[src/rtl/lmc_pkg.sv]
// Shared definitions for the Little-Man-Computer core: opcode values and FSM states.
package lmc_pkg;

  localparam int unsigned OP_HLT = 0;
  localparam int unsigned OP_ADD = 1;
  localparam int unsigned OP_SUB = 2;
  localparam int unsigned OP_STA = 3;
  localparam int unsigned OP_LDA = 4;
  localparam int unsigned OP_BRA = 5;
  localparam int unsigned OP_BRZ = 6;
  localparam int unsigned OP_BRP = 7;
  localparam int unsigned OP_INP = 8;
  localparam int unsigned OP_OUT = 9;

  typedef enum logic [2:0] {
    S_HALT,
    S_FETCH,
    S_EXEC,
    S_WAIT_IN,
    S_WAIT_OUT
  } state_t;

endpackage

[src/rtl/lmc_ram.sv]
// Unified program/data memory: one synchronous write port, one asynchronous read port.
module lmc_ram #(
  parameter int unsigned DATA_WIDTH = 8,
  parameter int unsigned ADDR_WIDTH = 4
) (
  input  logic                  clk,
  input  logic                  we,
  input  logic [ADDR_WIDTH-1:0] waddr,
  input  logic [DATA_WIDTH-1:0] wdata,
  input  logic [ADDR_WIDTH-1:0] raddr,
  output logic [DATA_WIDTH-1:0] rdata
);

  logic [DATA_WIDTH-1:0] mem [2**ADDR_WIDTH];

  always_ff @(posedge clk) begin
    if (we) mem[waddr] <= wdata;
  end

  assign rdata = mem[raddr];

endmodule

[src/rtl/lmc_core.sv]
// Little-Man-Computer core: fetch/execute FSM, PC, IR, ACC and ALU around a shared RAM.
module lmc_core
  import lmc_pkg::*;
#(
  parameter int unsigned DATA_WIDTH = 8,
  parameter int unsigned ADDR_WIDTH = 4
) (
  input  logic                  timer555,
  input  logic                  reset,
  input  logic                  start,
  input  logic                  prog_we,
  input  logic [ADDR_WIDTH-1:0] prog_addr,
  input  logic [DATA_WIDTH-1:0] prog_data,
  input  logic [DATA_WIDTH-1:0] in_data,
  input  logic                  in_valid,
  output logic                  in_ready,
  output logic [DATA_WIDTH-1:0] out_data,
  output logic                  out_valid,
  input  logic                  out_ready,
  output logic [DATA_WIDTH-1:0] acc,
  output logic [ADDR_WIDTH-1:0] pc,
  output logic                  halted
);

  localparam logic [ADDR_WIDTH-1:0] PC_ONE = {{(ADDR_WIDTH-1){1'b0}}, 1'b1};

  state_t                state, state_next;
  logic [DATA_WIDTH-1:0] ir;
  logic [DATA_WIDTH-1:0] acc_q;
  logic [DATA_WIDTH-1:0] out_q;
  logic [ADDR_WIDTH-1:0] pc_q;
  int unsigned           op;
  logic [ADDR_WIDTH-1:0] operand_addr;

  logic                  ram_we;
  logic [ADDR_WIDTH-1:0] ram_waddr;
  logic [DATA_WIDTH-1:0] ram_wdata;
  logic [ADDR_WIDTH-1:0] ram_raddr;
  logic [DATA_WIDTH-1:0] ram_rdata;

  always_comb begin
    op           = 32'(ir[DATA_WIDTH-1:ADDR_WIDTH]);
    operand_addr = ir[ADDR_WIDTH-1:0];
  end

  // Loader owns the write port while halted; STA owns it during EXEC.
  always_comb begin
    ram_we    = 1'b0;
    ram_waddr = prog_addr;
    ram_wdata = prog_data;
    if (state == S_HALT) begin
      ram_we = prog_we;
    end else if (state == S_EXEC && op == OP_STA) begin
      ram_we    = 1'b1;
      ram_waddr = operand_addr;
      ram_wdata = acc_q;
    end
  end

  assign ram_raddr = (state == S_FETCH) ? pc_q : operand_addr;

  lmc_ram #(
    .DATA_WIDTH(DATA_WIDTH),
    .ADDR_WIDTH(ADDR_WIDTH)
  ) u_ram (
    .clk  (timer555),
    .we   (ram_we),
    .waddr(ram_waddr),
    .wdata(ram_wdata),
    .raddr(ram_raddr),
    .rdata(ram_rdata)
  );

  always_ff @(posedge timer555) begin
    if (reset) state <= S_HALT;
    else       state <= state_next;
  end

  always_comb begin
    state_next = state;
    case (state)
      S_HALT:     if (start) state_next = S_FETCH;
      S_FETCH:    state_next = S_EXEC;
      S_EXEC: begin
        case (op)
          OP_HLT:  state_next = S_HALT;
          OP_INP:  state_next = S_WAIT_IN;
          OP_OUT:  state_next = S_WAIT_OUT;
          default: state_next = S_FETCH;
        endcase
      end
      S_WAIT_IN:  if (in_valid) state_next = S_FETCH;
      S_WAIT_OUT: if (out_ready) state_next = S_FETCH;
      default:    state_next = S_HALT;
    endcase
  end

  always_comb begin
    in_ready  = (state == S_WAIT_IN);
    out_valid = (state == S_WAIT_OUT);
    halted    = (state == S_HALT);
  end

  always_ff @(posedge timer555) begin
    if (reset) begin
      pc_q  <= '0;
      acc_q <= '0;
      ir    <= '0;
      out_q <= '0;
    end else begin
      case (state)
        S_HALT: begin
          if (start) begin
            pc_q  <= '0;
            acc_q <= '0;
          end
        end
        S_FETCH: begin
          ir   <= ram_rdata;
          pc_q <= pc_q + PC_ONE;
        end
        S_EXEC: begin
          case (op)
            OP_ADD: acc_q <= acc_q + ram_rdata;
            OP_SUB: acc_q <= acc_q - ram_rdata;
            OP_LDA: acc_q <= ram_rdata;
            OP_BRA: pc_q  <= operand_addr;
            OP_BRZ: if (acc_q == '0) pc_q <= operand_addr;
            OP_BRP: if (!acc_q[DATA_WIDTH-1]) pc_q <= operand_addr;
            OP_OUT: out_q <= acc_q;
            default: ;
          endcase
        end
        S_WAIT_IN: begin
          if (in_valid) acc_q <= in_data;
        end
        default: ;
      endcase
    end
  end

  assign acc      = acc_q;
  assign pc       = pc_q;
  assign out_data = out_q;

endmodule

[config.mk]
export PLATFORM = sky130hd
export DESIGN_NAME = lmc_core
export DESIGN_NICKNAME = d
export VERILOG_FILES = /design/src/rtl/lmc_pkg.sv /design/src/rtl/lmc_ram.sv /design/src/rtl/lmc_core.sv
export SDC_FILE = /design/constraint.sdc
export NUM_CORES = 1
export LEC_CHECK = 0
export CAP_MARGIN = 25
export CORE_UTILIZATION = 50
export CTS_CLUSTER_SIZE = 28
export DETAILED_ROUTE_END_ITERATION = 7
export PLACE_DENSITY = 0.69
export SYNTH_ARGS = -nofsm -noshare
export SYNTH_HDL_FRONTEND = slang
export SYNTH_HIERARCHICAL = 1
export SYNTH_SLANG_ARGS = --single-unit
[constraint.sdc]
create_clock -name timer555 -period 9.75 [get_ports timer555]
set_input_delay 0.975 -clock timer555 [delete_from_list [all_inputs] [get_ports timer555]]
set_output_delay 0.975 -clock timer555 [all_outputs]
set_load 0.03 [all_outputs]
# Word-level counts from Yosys, hierarchy flattened
# Memory sizes are Yosys's and may differ from the RTL's.
# Index checks and enable logic that the tools add are counted.
dict set report op_classes {
  add_sub_neg 3
  eq_ne 20
  n_mux 23
  n_reduce_logical 10
}
# cell count
set ops {}
lappend ops {{one-hot mux 8 bit (3 select lines)} 2}
lappend ops {{logical NOT 32 bit} 1}
lappend ops {{2-to-1 mux 8 bit} 4}
lappend ops {{2-to-1 mux 4 bit} 6}
lappend ops {{one-hot mux 4 bit (3 select lines)} 2}
lappend ops {{== test 4 x 3 -> 1 bit (second input constant)} 4}
lappend ops {{one-hot mux 3 bit (5 select lines)} 1}
lappend ops {{2-to-1 mux 3 bit} 3}
lappend ops {{one-hot mux 3 bit (3 select lines)} 1}
lappend ops {{adder 8 bit} 1}
lappend ops {{== test 4 x 2 -> 1 bit (second input constant)} 2}
lappend ops {{== test 4 bit (second input constant)} 2}
lappend ops {{logical NOT 8 bit} 1}
lappend ops {{inequality test 4 x 1 -> 1 bit (second input constant)} 2}
lappend ops {{subtractor 8 bit} 1}
lappend ops {{== test 3 x 2 -> 1 bit (second input constant)} 2}
lappend ops {{inequality test 3 bit (second input constant)} 2}
lappend ops {{nonzero test 3 bit} 2}
lappend ops {{AND reduction 5 bit} 1}
lappend ops {{adder 4 x 1 -> 4 bit (second input constant)} 1}
lappend ops {{== test 4 x 1 -> 1 bit (second input constant)} 1}
lappend ops {{2-to-1 mux 1 bit} 4}
lappend ops {{inequality test 2 bit (second input constant)} 2}
lappend ops {{AND reduction 4 bit} 1}
lappend ops {{other kinds (7)} 7}
dict set report totals {
  reg_bits 31
  ramBits 128
  in_bits 26
  word_cells 62
  memories 1
}
# name words width rd rd_ports_with_merged_regs write_ports line_no
set mem_list {}
lappend mem_list {u_ram.mem 16 8 1 0 1 lmc_ram.sv:14} ;# logic [DATA_WIDTH-1:0] mem [2**ADDR_WIDTH];

# Logic depth before layout (Yosys ltp)
dict set report logic_depth {
  word_depth 6
  mapped_depth 22
  ltp_nobuf 18
}

# Cells and area by module
# The synthesis kept the hierarchy.
# mod n_inst cells_per_inst area_per_inst_um2
set modules_own_cells {}
lappend modules_own_cells {lmc_ram 1 221 4987.3}
lappend modules_own_cells {lmc_core 1 278 2174.6}

# Least setup slack after synthesis
# Ideal clock, no wire load.
dict set report synth_path {
  path_kind {register to register}
  start {reg state[2]}
  end {reg acc_q[6] (netlist: acc[6])}
  arrival_ns 4.103
  t_required_ns 9.633
  path_slack_ns 5.530
  path_stages_with_launch 22
  n_path_buf 4
  cell_sequence {dfxtp_1 clkbuf_1 nor2_1 and2_1 clkbuf_1 nand2_1 nand2_1 buf_6 buf_6 mux4_1 a22oi_1 nand2_1 inv_1 ha_1 mux2_2 fa_1 nand2b_1 a21oi_1 o21ai_1 mux2_2 nand3_1 a22o_1}
}
dict set report synth_via {
  elab_chain_cells 6
  elab_cells_between_ends 15
  cone_classes {2 x add/sub; 6 x eq/ne; 3 x mux; 3 x reduce/logical; 1 x memory}
}
# item line_no
set synth_rtl {}
lappend synth_rtl {{start, declared} lmc_core.sv:27} ;# state_t state, state_next;
lappend synth_rtl {{start signal, assigned} lmc_core.sv:76} ;# else state <= state_next;
lappend synth_rtl {{== test 3 x 1 -> 1 bit *} lmc_core.sv:60} ;# assign ram_raddr = (state == S_FETCH) ? pc_q : operand_addr;
lappend synth_rtl {{2-to-1 mux 4 bit *} lmc_core.sv:60}
lappend synth_rtl {{net ram_raddr[0]} lmc_core.sv:38} ;# logic [ADDR_WIDTH-1:0] ram_raddr;
lappend synth_rtl {{memory (16 x 8 bit) *} n/a}
lappend synth_rtl {{net ram_rdata[1]} lmc_core.sv:39} ;# logic [DATA_WIDTH-1:0] ram_rdata;
lappend synth_rtl {{subtractor 8 bit or adder 8 bit (tied branches)} {lmc_core.sv:125, lmc_core.sv:124}}
lappend synth_rtl {{one-hot mux 8 bit (3 select lines) *} lmc_core.sv:123} ;# case (op)
lappend synth_rtl {{one-hot mux 8 bit (3 select lines) *} lmc_core.sv:111} ;# case (state)
lappend synth_rtl {{end signal, assigned} lmc_core.sv:124} ;# OP_ADD: acc_q <= acc_q + ram_rdata;
lappend synth_rtl {{end signal, assigned} lmc_core.sv:125} ;# OP_SUB: acc_q <= acc_q - ram_rdata;
lappend synth_rtl {{end signal, assigned} lmc_core.sv:126} ;# OP_LDA: acc_q <= ram_rdata;
lappend synth_rtl {{end, declared} lmc_core.sv:29} ;# logic [DATA_WIDTH-1:0] acc_q;
# Mark *: on every way through the listed nets, which the timed path passes. The rest lies on a longest branch.
# A chain may end at the register's enable or synchronous reset.

# Worst setup path after layout
dict set report layout_path {
  start {reg state[0]}
  end {reg acc_q[4] (netlist: acc[4])}
}
# Same word-level chain as after synthesis.

==> summary by stage <==
Place
In this run the tool buffered the top-level ports with 48 buffer cells. The routability-driven placement congestion ratio is 0.907. Summing all placed instances gives a cell area of 7750 um^2. Summed over all nets, the half-perimeter wirelength after detailed placement is 10,800 um.

The pre-CTS setup slack is 4.92 ns.

Critical path
Data on the critical path is required at its endpoint by 10.09 ns. The largest fanout on the critical path is 32. Walking the worst path, the cells encountered are and2_1 -> nand2_1 -> nand2_2 -> buf_4 -> mux4_1 -> a22oi_1 -> nand2_1 -> inv_1 -> ha_1 -> mux2_2 -> fa_1 -> nand2b_1 -> nand2_1 -> a21oi_1 -> mux2i_1 -> o211ai_1 -> a311oi_2.

The startpoint-to-endpoint class of the critical path is reg2reg. The critical path's top delay family is simple AND/OR/NAND/NOR gates. The most numerous cell on the critical path is nand2_1. The worst setup path is launched from a register. On the worst path, the slowest cell contributes a delay of 0.63 ns. STA classifies the critical path endpoint as a register. The number of buffers and inverters on the critical path is 2.

For the worst setup path, the data arrival time is 5.21 ns. For this design, the slowest cell found on the critical path is mux4_1.

Yosys
The count of flip-flops with a built-in enable after synthesis is 128. Synthesis produced a netlist with a net count of 535. The cell area that synthesis handed to floorplanning was 7160 um^2. In the post-synthesis netlist, the biggest area contributors are edfxtp_1 (54%), dfxtp_1 (8.7%), mux4_2 (5.7%). In the synthesized netlist the dominant register cell turns out to be edfxtp_1. Of all flip-flops after synthesis, the portion carrying an async set or reset was 0. Summed over all instances, the cell type with the most area after synthesis is edfxtp_1. The number of distinct standard cells referenced by the synthesized netlist is 56. The count of warnings emitted by yosys is 6.

The average instance in the mapped netlist occupies 14.4 um^2. By count the netlist is led by edfxtp_1 (128), nand2_1 (45), nor2_1 (43). In the synthesized netlist, the number of instances is 499.

The fraction of post-synthesis cell area in the top cell type by area is 0.537. The number of register bits inferred by synthesis is 159. The library cell with the highest instance count after synthesis is edfxtp_1.

Of the synthesized area, sequential elements account for 0.623.

Floorplanning
Row generation in the floorplan step produced 43 rows. The initial utilization of the core area, before any placement, comes to 0.514. 49 I/O pins were placed.

The overall die area is 14,800 um^2. The floorplan die height is 122 um. The chip width is 122 um. After floorplanning, the core was sized to cover 13,900 um^2.

Clocking
The clock slew seen by the registers of the worst setup and hold paths is 0.06 ns. The count of cells resized by post-cts repair is 0. The TritonCTS clock tree is done. At the later pin of the worst-skew pair, clock insertion delay measures 0.42 ns. The number of buffers on the longest clock path is 2. The clock tree root driver cell is clkbuf_16. The total clock buffers created by CTS is 17. The number of hold buffers added after cts is 0. Clock tree synthesis found a total of 159 sinks. The buffers inserted during post-CTS setup optimization is 0. The H-tree depth reported by CTS is 4.

GRT
The number of antenna violations at the first check in global routing came to 0. Summed over all layers, the global routing overflow is 0. The number of global-route vias before repair was 4,392.

Entering global routing, the biggest net connects 33 pins. In the global route stage, overall resource usage came out at 0.234. The wire length of the first global-routing pass is 24,700 um.

Timing
The final clock period utilization by the worst path is 0.500. Setup repair after global routing left no endpoint under its margin. The final hold violation count is 0. The smallest clock period supported by the final layout is computed as 4.87 ns. The normalized max-slew margin is 0.364. For the pin with the worst max-slew slack, the measured transition is 0.952 ns. The final max-slew violation count is 0. Derived from the worst setup path, the maximum achievable clock frequency is 205 MHz.

After layout, the worst setup slack is 4.88 ns. The number of setup violations in the final report is 0. The clock arrives with 0.00820 ns of skew. Adding up every negative setup slack in the final design gives 0 ns.

Routing
The routed length per instance is 21.6 um. The average vias per placed instance is 6.06. The total wire length is 16,000 um. Across all layers, the routed design uses 4,470 vias.

The number of optimization iterations in the first detailed-route pass is 5. After the first detailed-routing iteration, the DRC count stood at 441. The final routed DRC violation total is 0. The remaining antenna violation count after routing is 0.

Pwr
The fraction of power consumed by the clock network is 0.383. The share of total power dissipated in sequential elements is 0.465. The analysis attributes to net switching a power of 413 uW. The ratio of total power to cell area is 196 nW/um^2. The internal portion of the total power is 1220 uW.

Of the total power, combinational logic draws 0.152. The total leakage power is 0.00275 uW. The switching power share of the total is 0.253.

IR analysis of the VDD net gives a maximum drop of 0.132 mV.

Run status
The run finished with clean final reports.

Cells and area
The final design utilization is 0.597. From synthesis to final layout, the design area changed by 16.1%. The finished cells cover 8310 um^2. The layout net count is 582. Fill cells in the final layout number 1,073. In the final layout, the share of cells above drive strength 1 is 0.127.

Worst hold path
The type of the most critical hold path is reg2reg.

Job
The max-cap check violation count is 0.
-- routing by layer --
layer | routed length [um] | GRT usage | share of wire
met4 | 303 | 0.0972 | 0.019
met1 | 6890 | 0.310 | 0.43
met2 | 7940 | 0.384 | 0.50
met5 | 0 | 0 | 0
met3 | 827 | 0.0417 | 0.052
-- power groups by stage --
| stage | clock [uW] | sequential [uW] | combinational, uW |
|---|---|---|---|
| 6_report | 625 | 759 | 248 |
| 5_1_grt | 656 | 761 | 273 |
| 4_1_cts | 633 | 759 | 246 |
| 3_5_place_dp | 0 | 774 | 245 |
| 3_3_place_gp | 0 | 773 | 241 |
| 2_1_floorplan | 0 | 772 | 177 |
-- kinds of logic (layout without fill, tap and decap cells) --
logic type	Yosys count	count (layout)	synth area share
other	0	1	0
AOI/OAI and AO/OA	85	85	0.0788
buffers and inverters	41	99	0.0318
xor gates and xnor gates	13	13	0.0159
DFF	159	159	0.623
muxes	52	52	0.138
and+or+nand+nor	139	139	0.0936
adders and majority gates	10	10	0.0185
-- flip-flops by register name (all words and copies together), names as in the netlist --
register / count
pc: 4
state: 3
u_ram/mem: 128
acc: 8
out_data: 8
ir: 8
-- metrics by stage --
stage | power [uW] | hold slack (ns) | std cells
after floorplan | 950 | 0.456 | 499
after global routing | 1690 | 0.522 | 737
final | 1630 | 0.497 | 738
after CTS | 1640 | 0.499 | 736
after global placement | 1010 | 0.472 | 706
after detailed placement | 1020 | 0.484 | 706
-- path summary, 6_finish.rpt --
path	from	end	slack, ns	cells after the start
worst min-delay path	out_data[7]	out_data[7]	0.50	2
worst min register to register	out_data[7]	out_data[7]	0.50	2
worst max-delay path	state[0]	acc[4]	4.88	17
worst max register to register	state[0]	acc[4]	4.88	17
-- layout make-up --
cell class                 instances  area, um^2  area share
clock buffer                      18         429      0.0516
multi-input combinational        299        2480       0.298
inverter                          12        45.0     0.00542
antenna                            1        2.50    0.000301
sequential                       159        4460       0.537
tap                              180         225      0.0271
timing repair buffer              57         552      0.0664
clock inverter                    12         120      0.0144
-- worst min-delay path, stage by stage, from the launching register on --
cell and delay (ns):
dfxtp_1 0.33, mux2i_1 0.07, nor2_1 0.07
-- placed cells by master, fill, tap and decap left out, types with 3 or more instances in the layout --
cell type | netlist | routed
edfxtp_1 | 128 | 128
clkinv_2 | 0 | 3
mux4_2 | 18 | 18
a22oi_1 | 16 | 16
a221oi_1 | 5 | 5
o211ai_1 | 4 | 4
a21oi_1 | 23 | 23
nor2_1 | 43 | 43
nor2b_1 | 4 | 4
mux2i_1 | 8 | 8
mux2_1 | 5 | 5
o21ai_1 | 6 | 7
mux2_2 | 7 | 7
buf_4 | 2 | 8
a211oi_1 | 4 | 4
xnor2_1 | 10 | 10
a32oi_1 | 4 | 4
inv_1 | 11 | 11
nand3b_1 | 3 | 3
clkbuf_16 | 0 | 17
clkdlybuf4s50_1 | 0 | 48
mux4_1 | 14 | 14
nand2b_1 | 8 | 8
ha_1 | 9 | 9
xor2_1 | 3 | 3
nor3_1 | 11 | 11
nand2_1 | 45 | 44
a31oi_1 | 3 | 3
dfxtp_1 | 31 | 31
nand3_1 | 6 | 6
o21ai_0 | 11 | 9
Power figures use the tool's default switching activity.
